### src/rtl/ltc2308_responder.sv
// LTC2308-style SPI ADC responder: accepts CONVST/SCK/SDI from an initiator and returns sample_data on SDO.
// Build option LTC2308_BIPOLAR_EN: when UNI=0, bit 11 of the captured sample is inverted (two's complement output).
module ltc2308_responder #(
  parameter int TCONV_TICKS = 52
) (
  input  logic        i_clock,
  input  logic        i_reset,
  input  logic        i_convst,
  input  logic        i_sck,
  input  logic        i_sdi,
  output logic        o_sdo,
  output logic        o_sample_req,
  output logic [3:0]  o_sample_chan,
  input  logic [11:0] i_sample_data,
  output logic [5:0]  o_cfg_word,
  output logic        o_cfg_valid,
  output logic        o_asleep
);

  localparam int CW = (TCONV_TICKS > 2) ? $clog2(TCONV_TICKS) : 1;
  localparam logic [CW-1:0] CONV_LOAD = CW'(TCONV_TICKS - 1);
  localparam logic [5:0] CFG_RESET = 6'b100010;

  typedef enum logic [1:0] {
    ST_IDLE    = 2'd0,
    ST_CONVERT = 2'd1,
    ST_READOUT = 2'd2,
    ST_SLEEP   = 2'd3
  } state_t;

  state_t r_state;
  state_t w_state_next;

  logic r_convst_s1, r_convst_s2, r_convst_d;
  logic r_sck_s1, r_sck_s2, r_sck_d;
  logic r_sdi_s1, r_sdi_s2;

  logic [CW-1:0] r_conv_cnt;
  logic [11:0]   r_shift;
  logic [3:0]    r_rise_cnt;
  logic [3:0]    r_fall_cnt;
  logic [4:0]    r_cfg_sh;
  logic [5:0]    r_cfg_word;
  logic          r_cfg_valid;
  logic          r_sample_req;
  logic [3:0]    r_sample_chan;

  logic          w_convst_rise;
  logic          w_sck_rise;
  logic          w_sck_fall;
  logic          w_start;
  logic          w_capture;
  logic [3:0]    w_chan_map;
  logic [11:0]   w_capture_data;

  always_ff @(posedge i_clock or posedge i_reset) begin
    if (i_reset) begin
      r_convst_s1 <= 1'b0;
      r_convst_s2 <= 1'b0;
      r_convst_d  <= 1'b0;
      r_sck_s1    <= 1'b0;
      r_sck_s2    <= 1'b0;
      r_sck_d     <= 1'b0;
      r_sdi_s1    <= 1'b0;
      r_sdi_s2    <= 1'b0;
    end else begin
      r_convst_s1 <= i_convst;
      r_convst_s2 <= r_convst_s1;
      r_convst_d  <= r_convst_s2;
      r_sck_s1    <= i_sck;
      r_sck_s2    <= r_sck_s1;
      r_sck_d     <= r_sck_s2;
      r_sdi_s1    <= i_sdi;
      r_sdi_s2    <= r_sdi_s1;
    end
  end

  assign w_convst_rise = r_convst_s2 & ~r_convst_d;
  assign w_sck_rise    = r_sck_s2 & ~r_sck_d;
  assign w_sck_fall    = ~r_sck_s2 & r_sck_d;

  // cfg bits: [5]=S/D [4]=O/S [3]=S1 [2]=S0 [1]=UNI [0]=SLP
  assign w_chan_map = r_cfg_word[5] ? {1'b0, r_cfg_word[3], r_cfg_word[2], r_cfg_word[4]}
                                    : {1'b1, r_cfg_word[4], r_cfg_word[3], r_cfg_word[2]};

`ifdef LTC2308_BIPOLAR_EN
  logic r_conv_uni;

  always_ff @(posedge i_clock or posedge i_reset) begin
    if (i_reset) begin
      r_conv_uni <= 1'b1;
    end else if (w_start) begin
      r_conv_uni <= r_cfg_word[1];
    end
  end

  assign w_capture_data = r_conv_uni ? i_sample_data : {~i_sample_data[11], i_sample_data[10:0]};
`else
  assign w_capture_data = i_sample_data;
`endif

  always_ff @(posedge i_clock or posedge i_reset) begin
    if (i_reset) begin
      r_state <= ST_IDLE;
    end else begin
      r_state <= w_state_next;
    end
  end

  always_comb begin
    w_state_next = r_state;
    w_start      = 1'b0;
    w_capture    = 1'b0;
    case (r_state)
      ST_IDLE: begin
        if (w_convst_rise) begin
          w_state_next = ST_CONVERT;
          w_start      = 1'b1;
        end
      end
      ST_CONVERT: begin
        if (r_conv_cnt == '0) begin
          w_state_next = ST_READOUT;
          w_capture    = 1'b1;
        end
      end
      ST_READOUT: begin
        // A new CONVST wins over a simultaneous 12th SCK fall.
        if (w_convst_rise) begin
          w_state_next = ST_CONVERT;
          w_start      = 1'b1;
        end else if (w_sck_fall && r_fall_cnt == 4'd11) begin
          w_state_next = r_cfg_word[0] ? ST_SLEEP : ST_IDLE;
        end
      end
      ST_SLEEP: begin
        if (w_convst_rise) begin
          w_state_next = ST_IDLE;
        end
      end
      default: w_state_next = ST_IDLE;
    endcase
  end

  always_ff @(posedge i_clock or posedge i_reset) begin
    if (i_reset) begin
      r_conv_cnt    <= '0;
      r_shift       <= '0;
      r_rise_cnt    <= '0;
      r_fall_cnt    <= '0;
      r_cfg_sh      <= '0;
      r_cfg_word    <= CFG_RESET;
      r_cfg_valid   <= 1'b0;
      r_sample_req  <= 1'b0;
      r_sample_chan <= '0;
    end else begin
      r_sample_req <= w_start;
      r_cfg_valid  <= 1'b0;
      if (w_start) begin
        r_sample_chan <= w_chan_map;
        r_conv_cnt    <= CONV_LOAD;
        r_rise_cnt    <= '0;
        r_fall_cnt    <= '0;
        r_cfg_sh      <= '0;
      end else if (r_state == ST_CONVERT && r_conv_cnt != '0) begin
        r_conv_cnt <= r_conv_cnt - CW'(1);
      end
      if (w_capture) begin
        r_shift <= w_capture_data;
      end
      if (r_state == ST_READOUT && !w_convst_rise) begin
        if (w_sck_rise && r_rise_cnt != 4'd12) begin
          r_rise_cnt <= r_rise_cnt + 4'd1;
          // The first rising edge holds bit 11 so the initiator sees it for a full SCK period.
          if (r_rise_cnt != 4'd0) begin
            r_shift <= {r_shift[10:0], 1'b0};
          end
          if (r_rise_cnt < 4'd6) begin
            r_cfg_sh <= {r_cfg_sh[3:0], r_sdi_s2};
            if (r_rise_cnt == 4'd5) begin
              r_cfg_word  <= {r_cfg_sh, r_sdi_s2};
              r_cfg_valid <= 1'b1;
            end
          end
        end
        if (w_sck_fall && r_fall_cnt != 4'd12) begin
          r_fall_cnt <= r_fall_cnt + 4'd1;
        end
      end
    end
  end

  assign o_sdo         = (r_state == ST_READOUT) & r_shift[11];
  assign o_sample_req  = r_sample_req;
  assign o_sample_chan = r_sample_chan;
  assign o_cfg_word    = r_cfg_word;
  assign o_cfg_valid   = r_cfg_valid;
  assign o_asleep      = (r_state == ST_SLEEP);

endmodule

### config.mk
export PLATFORM = sky130hd
export DESIGN_NAME = ltc2308_responder
export DESIGN_NICKNAME = d
export VERILOG_FILES = /design/src/rtl/ltc2308_responder.sv
export SDC_FILE = /design/constraint.sdc
export NUM_CORES = 1
export LEC_CHECK = 0
export CAP_MARGIN = 10
export CELL_PAD_IN_SITES_DETAIL_PLACEMENT = 1
export CELL_PAD_IN_SITES_GLOBAL_PLACEMENT = 1
export CORE_MARGIN = 5
export CORE_UTILIZATION = 47
export DETAILED_ROUTE_END_ITERATION = 10
export GPL_ROUTABILITY_DRIVEN = 1
export GPL_TIMING_DRIVEN = 0
export PLACE_DENSITY = 0.88
export SYNTH_ARGS = -nofsm -noshare
export SYNTH_HDL_FRONTEND = slang
export SYNTH_SLANG_ARGS = --single-unit
export TNS_END_PERCENT = 5
### constraint.sdc
create_clock -name i_clock -period 3 [get_ports i_clock]
set_clock_uncertainty 0.1 [all_clocks]
set_input_delay 0.6 -clock i_clock [delete_from_list [all_inputs] [get_ports i_clock]]
set_output_delay 0.6 -clock i_clock [all_outputs]
set_load 0.03 [all_outputs]
==> metrics.md <==
| Metric | Value |
|---|---|
| GRT Residual Overflow | `0` |
| Post-Synth Simple-Gate Area | `0.1361` |
| Max-Cap Viols | `0` |
| Number of routed nets with antenna violations | `0` |
| GR Layer Usage met3 | `0.04555` |
| Setup WS post-layout | `0.4046 ns` |
| Synth Warn # | `0` |
| Chip Width | `82.40 um` |
| FFs w/ async S/R, synth | `1.000` |
| Largest family of logic cells by synthesized area | `multiplexers` |
| Root Buffer | `clkbuf_8` |
| Pre-CTS WS | `0.7477 ns` |
| Clock transition at path regs | `0.09 ns` |
| Final setup fails | `0` |
| Vias in the first global route | `roughly 1,900` |
| CTS tree | `done` |
| Count of cell types in the netlist | `39` |
| Initial DRC Count | `51` |
| Synth Flop Type | `dfrtp_1` |
| Worst Max-Slew Pin Slew | `0.9156 ns` |
| Fin crit share | `0.8651` |
| HPWL Detailed | `3996 um` |
| Crit path launch type | `flop` |
| Largest net degree at the start of global routing | `32` |
| Synth Area in XOR/XNOR | `0.01067` |
| WP buf/inv | `1` |
| RSZ-0062 raised after global routing | `no` |
| Final Cell Area | `2975 sq um` |
| Critical-path cell list | `and2b_1 -> and2_1 -> clkdlybuf4s50_1` |
| CP delay by family, top | `buffers and inverters` |
| Final Critical Period | `2.595 ns` |
| Io pins | `31` |
| Core outline area | `approximately 5000 sq um` |
| WL final | `5571 um` |
| Most Crowded Layer GR | `met2` |
| Gate count after technology mapping | `219` |
| #FFs+latches synth | `53` |
| CP Data Required Time | `2.30 ns` |
| Drc violations | `0` |
| DP Area | `2872 sq um` |
| Pre-Repair DR Iteration Count | `4` |
| LEAKAGE | `0.001374 uW` |
| Slowest CP cell | `clkdlybuf4s50_1` |
| Inserted Diodes | `0` |
| Clk_lat worst skew | `0.31 ns` |
| Mapped cell area | `2464 sq um` |
| Pwr/cell area | `608.0 nW/um^2` |
| CP arrival | `1.90 ns` |
| Slew Limit Headroom | `0.3840` |
| Clock Path Buffers | `2` |
| Max VDD drop | `0.3760 mV` |
| Grt met1 use | `0.2323` |
| CTS buffer count | `5` |
| Final Slew Violations | `0` |
| Grt met2 use | `0.3173` |
| Initial antenna violation count | `0` |
| Post-synthesis mux area share | `0.1422` |
| Via density | `between 5 and 6` |
| Rows | `26` |
| First-pass GRT wire length | `9480 um` |
| HP Class | `flop to flop` |
| Crit-path max cell delay | `0.66 ns` |
| Post-CTS Resized | `0` |
| Final hold viol count | `0` |
| Initial Utilization | `0.4824` |
| Final GP Congestion | `0.7511` |
| CP Capture Type | `output pin` |
| Synth Net Count | `243` |
| Routed WL per cell | `between 15 and 20 um` |
| Mean Syn Cell Area | `11.25 sq um` |
| Die area | `6790 sq um` |
| Setup TNS | `0 ns` |
| Vias after detailed routing | `1,747` |
| Post-Synth Adder-Cell Area | `0.03555` |
| Synth Area in Compound Gates | `0.08583` |
| Crit path kind | `flop to output pin` |
| H-Tree Depth | `2` |
| Hold-fix buffers, CTS | `0` |
| Clock net sink count | `53` |
| GRT Resource Usage Total | `0.1875` |
| Setup bufs post-CTS | `0` |
| Post-synth EDFFs | `0` |
| Synth-to-Final Area Change | `20.77%` |
| Share of cells above drive strength 1 | `0.09339` |
| Die H | `82.40 um` |
| Max frequency | `a little under 400 MHz` |
| Sequential area share after synthesis | `0.5394` |
| IO buf count | `30` |
| Critical path fanouts, max | `9` |
| Net count, final | `281` |
| Status | `completed` |
==> area by class of cell <==
cell class | instances | area [sq um]
plain buffers | 10 | 60.06
clock buffers | 5 | 68.82
clock inverters | 2 | 35.03
fillers | 545 | 2132
inverters | 17 | 63.81
multi-input cells | 139 | 1011
flip-flops and latches | 53 | 1329
well taps | 70 | 87.58
repair buffers | 31 | 320.3
==> path summary, 6_finish.rpt <==
check / from / end / slack (ns) / depth (start not counted)
worst max-delay path: r_state[0] / o_sdo / 0.40 / 3
worst max register to register: r_rise_cnt[1] / r_rise_cnt[3] / 0.75 / 6
worst min register to register: r_convst_s1 / r_convst_s2 / 0.26 / 0
max in group asynchronous: i_reset / o_cfg_word[1] / 1.65 / 3
min in group asynchronous: i_reset / o_sample_chan[0] / 0.54 / 2
worst min-delay path: r_convst_s1 / r_convst_s2 / 0.26 / 0
==> metal layers <==
metal	share of wire	vias up
met5	0	-
met4	0.019	0
met2	0.50	34
met1	0.43	879
li1	-	824
met3	0.044	10
==> layout by cell type, fill, tap and decap left out, types with 2 or more instances in the layout <==
master	count
and2_1	2
and2b_1	2
and3_1	2
buf_6	3
clkbuf_1	7
clkbuf_8	5
clkdlybuf4s50_1	30
dfrtp_1	51
dfstp_2	2
ha_1	7
inv_1	16
mux2_4	6
mux2i_1	26
nand2_1	32
nand2b_1	4
nand3_1	5
nand4_1	2
nor2_1	2
nor4_1	3
o211ai_1	2
o21ai_0	13
o21ai_1	8
o31ai_1	3
or3_1	2
xnor2_1	2
==> worst reg2reg max path, stage by stage (launching register included) <==
cell	delay, ns
dfrtp_1	0.44
inv_1	0.11
ha_1	0.21
and3_1	0.19
nor4_1	0.69
nand4_1	0.23
mux2i_1	0.16
==> state kept, by name, summed over array words and instances, names as in the netlist <==
signal / cells
r_shift: 12
o_cfg_word: 6
r_conv_cnt: 6
r_cfg_sh: 5
o_sample_chan: 4
r_fall_cnt: 4
r_rise_cnt: 4
r_state: 2
o_cfg_valid: 1
o_sample_req: 1
r_convst_d: 1
r_convst_s1: 1
r_convst_s2: 1
r_sck_d: 1
r_sck_s1: 1
r_sck_s2: 1
r_sdi_s1: 1
r_sdi_s2: 1
==> power by group <==
| group | internal (uW) | total, uW | leakage, uW | switching, uW |
|---|---|---|---|---|
| Combinational | 184 | 405 | 0.000678 | 220 |
| Clock | 243 | 472 | 0.0000540 | 229 |
| Sequential | 828 | 933 | 0.000642 | 105 |
| Total | 1250 | 1810 | 0.00137 | 555 |
==> metrics by stage <==
stage	util	cells	total power (uW)	hold WS, ns
floorplan	-	219	1189	0.2312
CTS	0.5826	327	1827	0.2620
finish	0.5826	327	1809	0.2587
global placement	0.5583	319	1291	0.2316
detailed placement	0.5622	320	1337	0.2411
global route	0.5826	327	1915	0.2712
==> cells by family after synthesis <==
logic type	after synthesis
flip-flops	53
AO/OA/AOI/OAI	33
adder cells (fa/ha/maj)	7
XOR/XNOR	3
multiplexers	32
AND/OR/NAND/NOR	64
buffers and inverters	27
==> Yosys cell counts (4+ instances only) <==
cell type,instances,area (sq um)
nand3_1,5,25.02
clkbuf_1,7,26.28
inv_1,17,63.81
o21ai_1,8,40.04
mux2i_1,26,260.3
ha_1,7,87.58
nand2_1,32,120.1
o21ai_0,13,65.06
mux2_4,6,90.09
nand2b_1,4,25.02
dfrtp_1,51,1276
(Power assumes the default switching activity.)
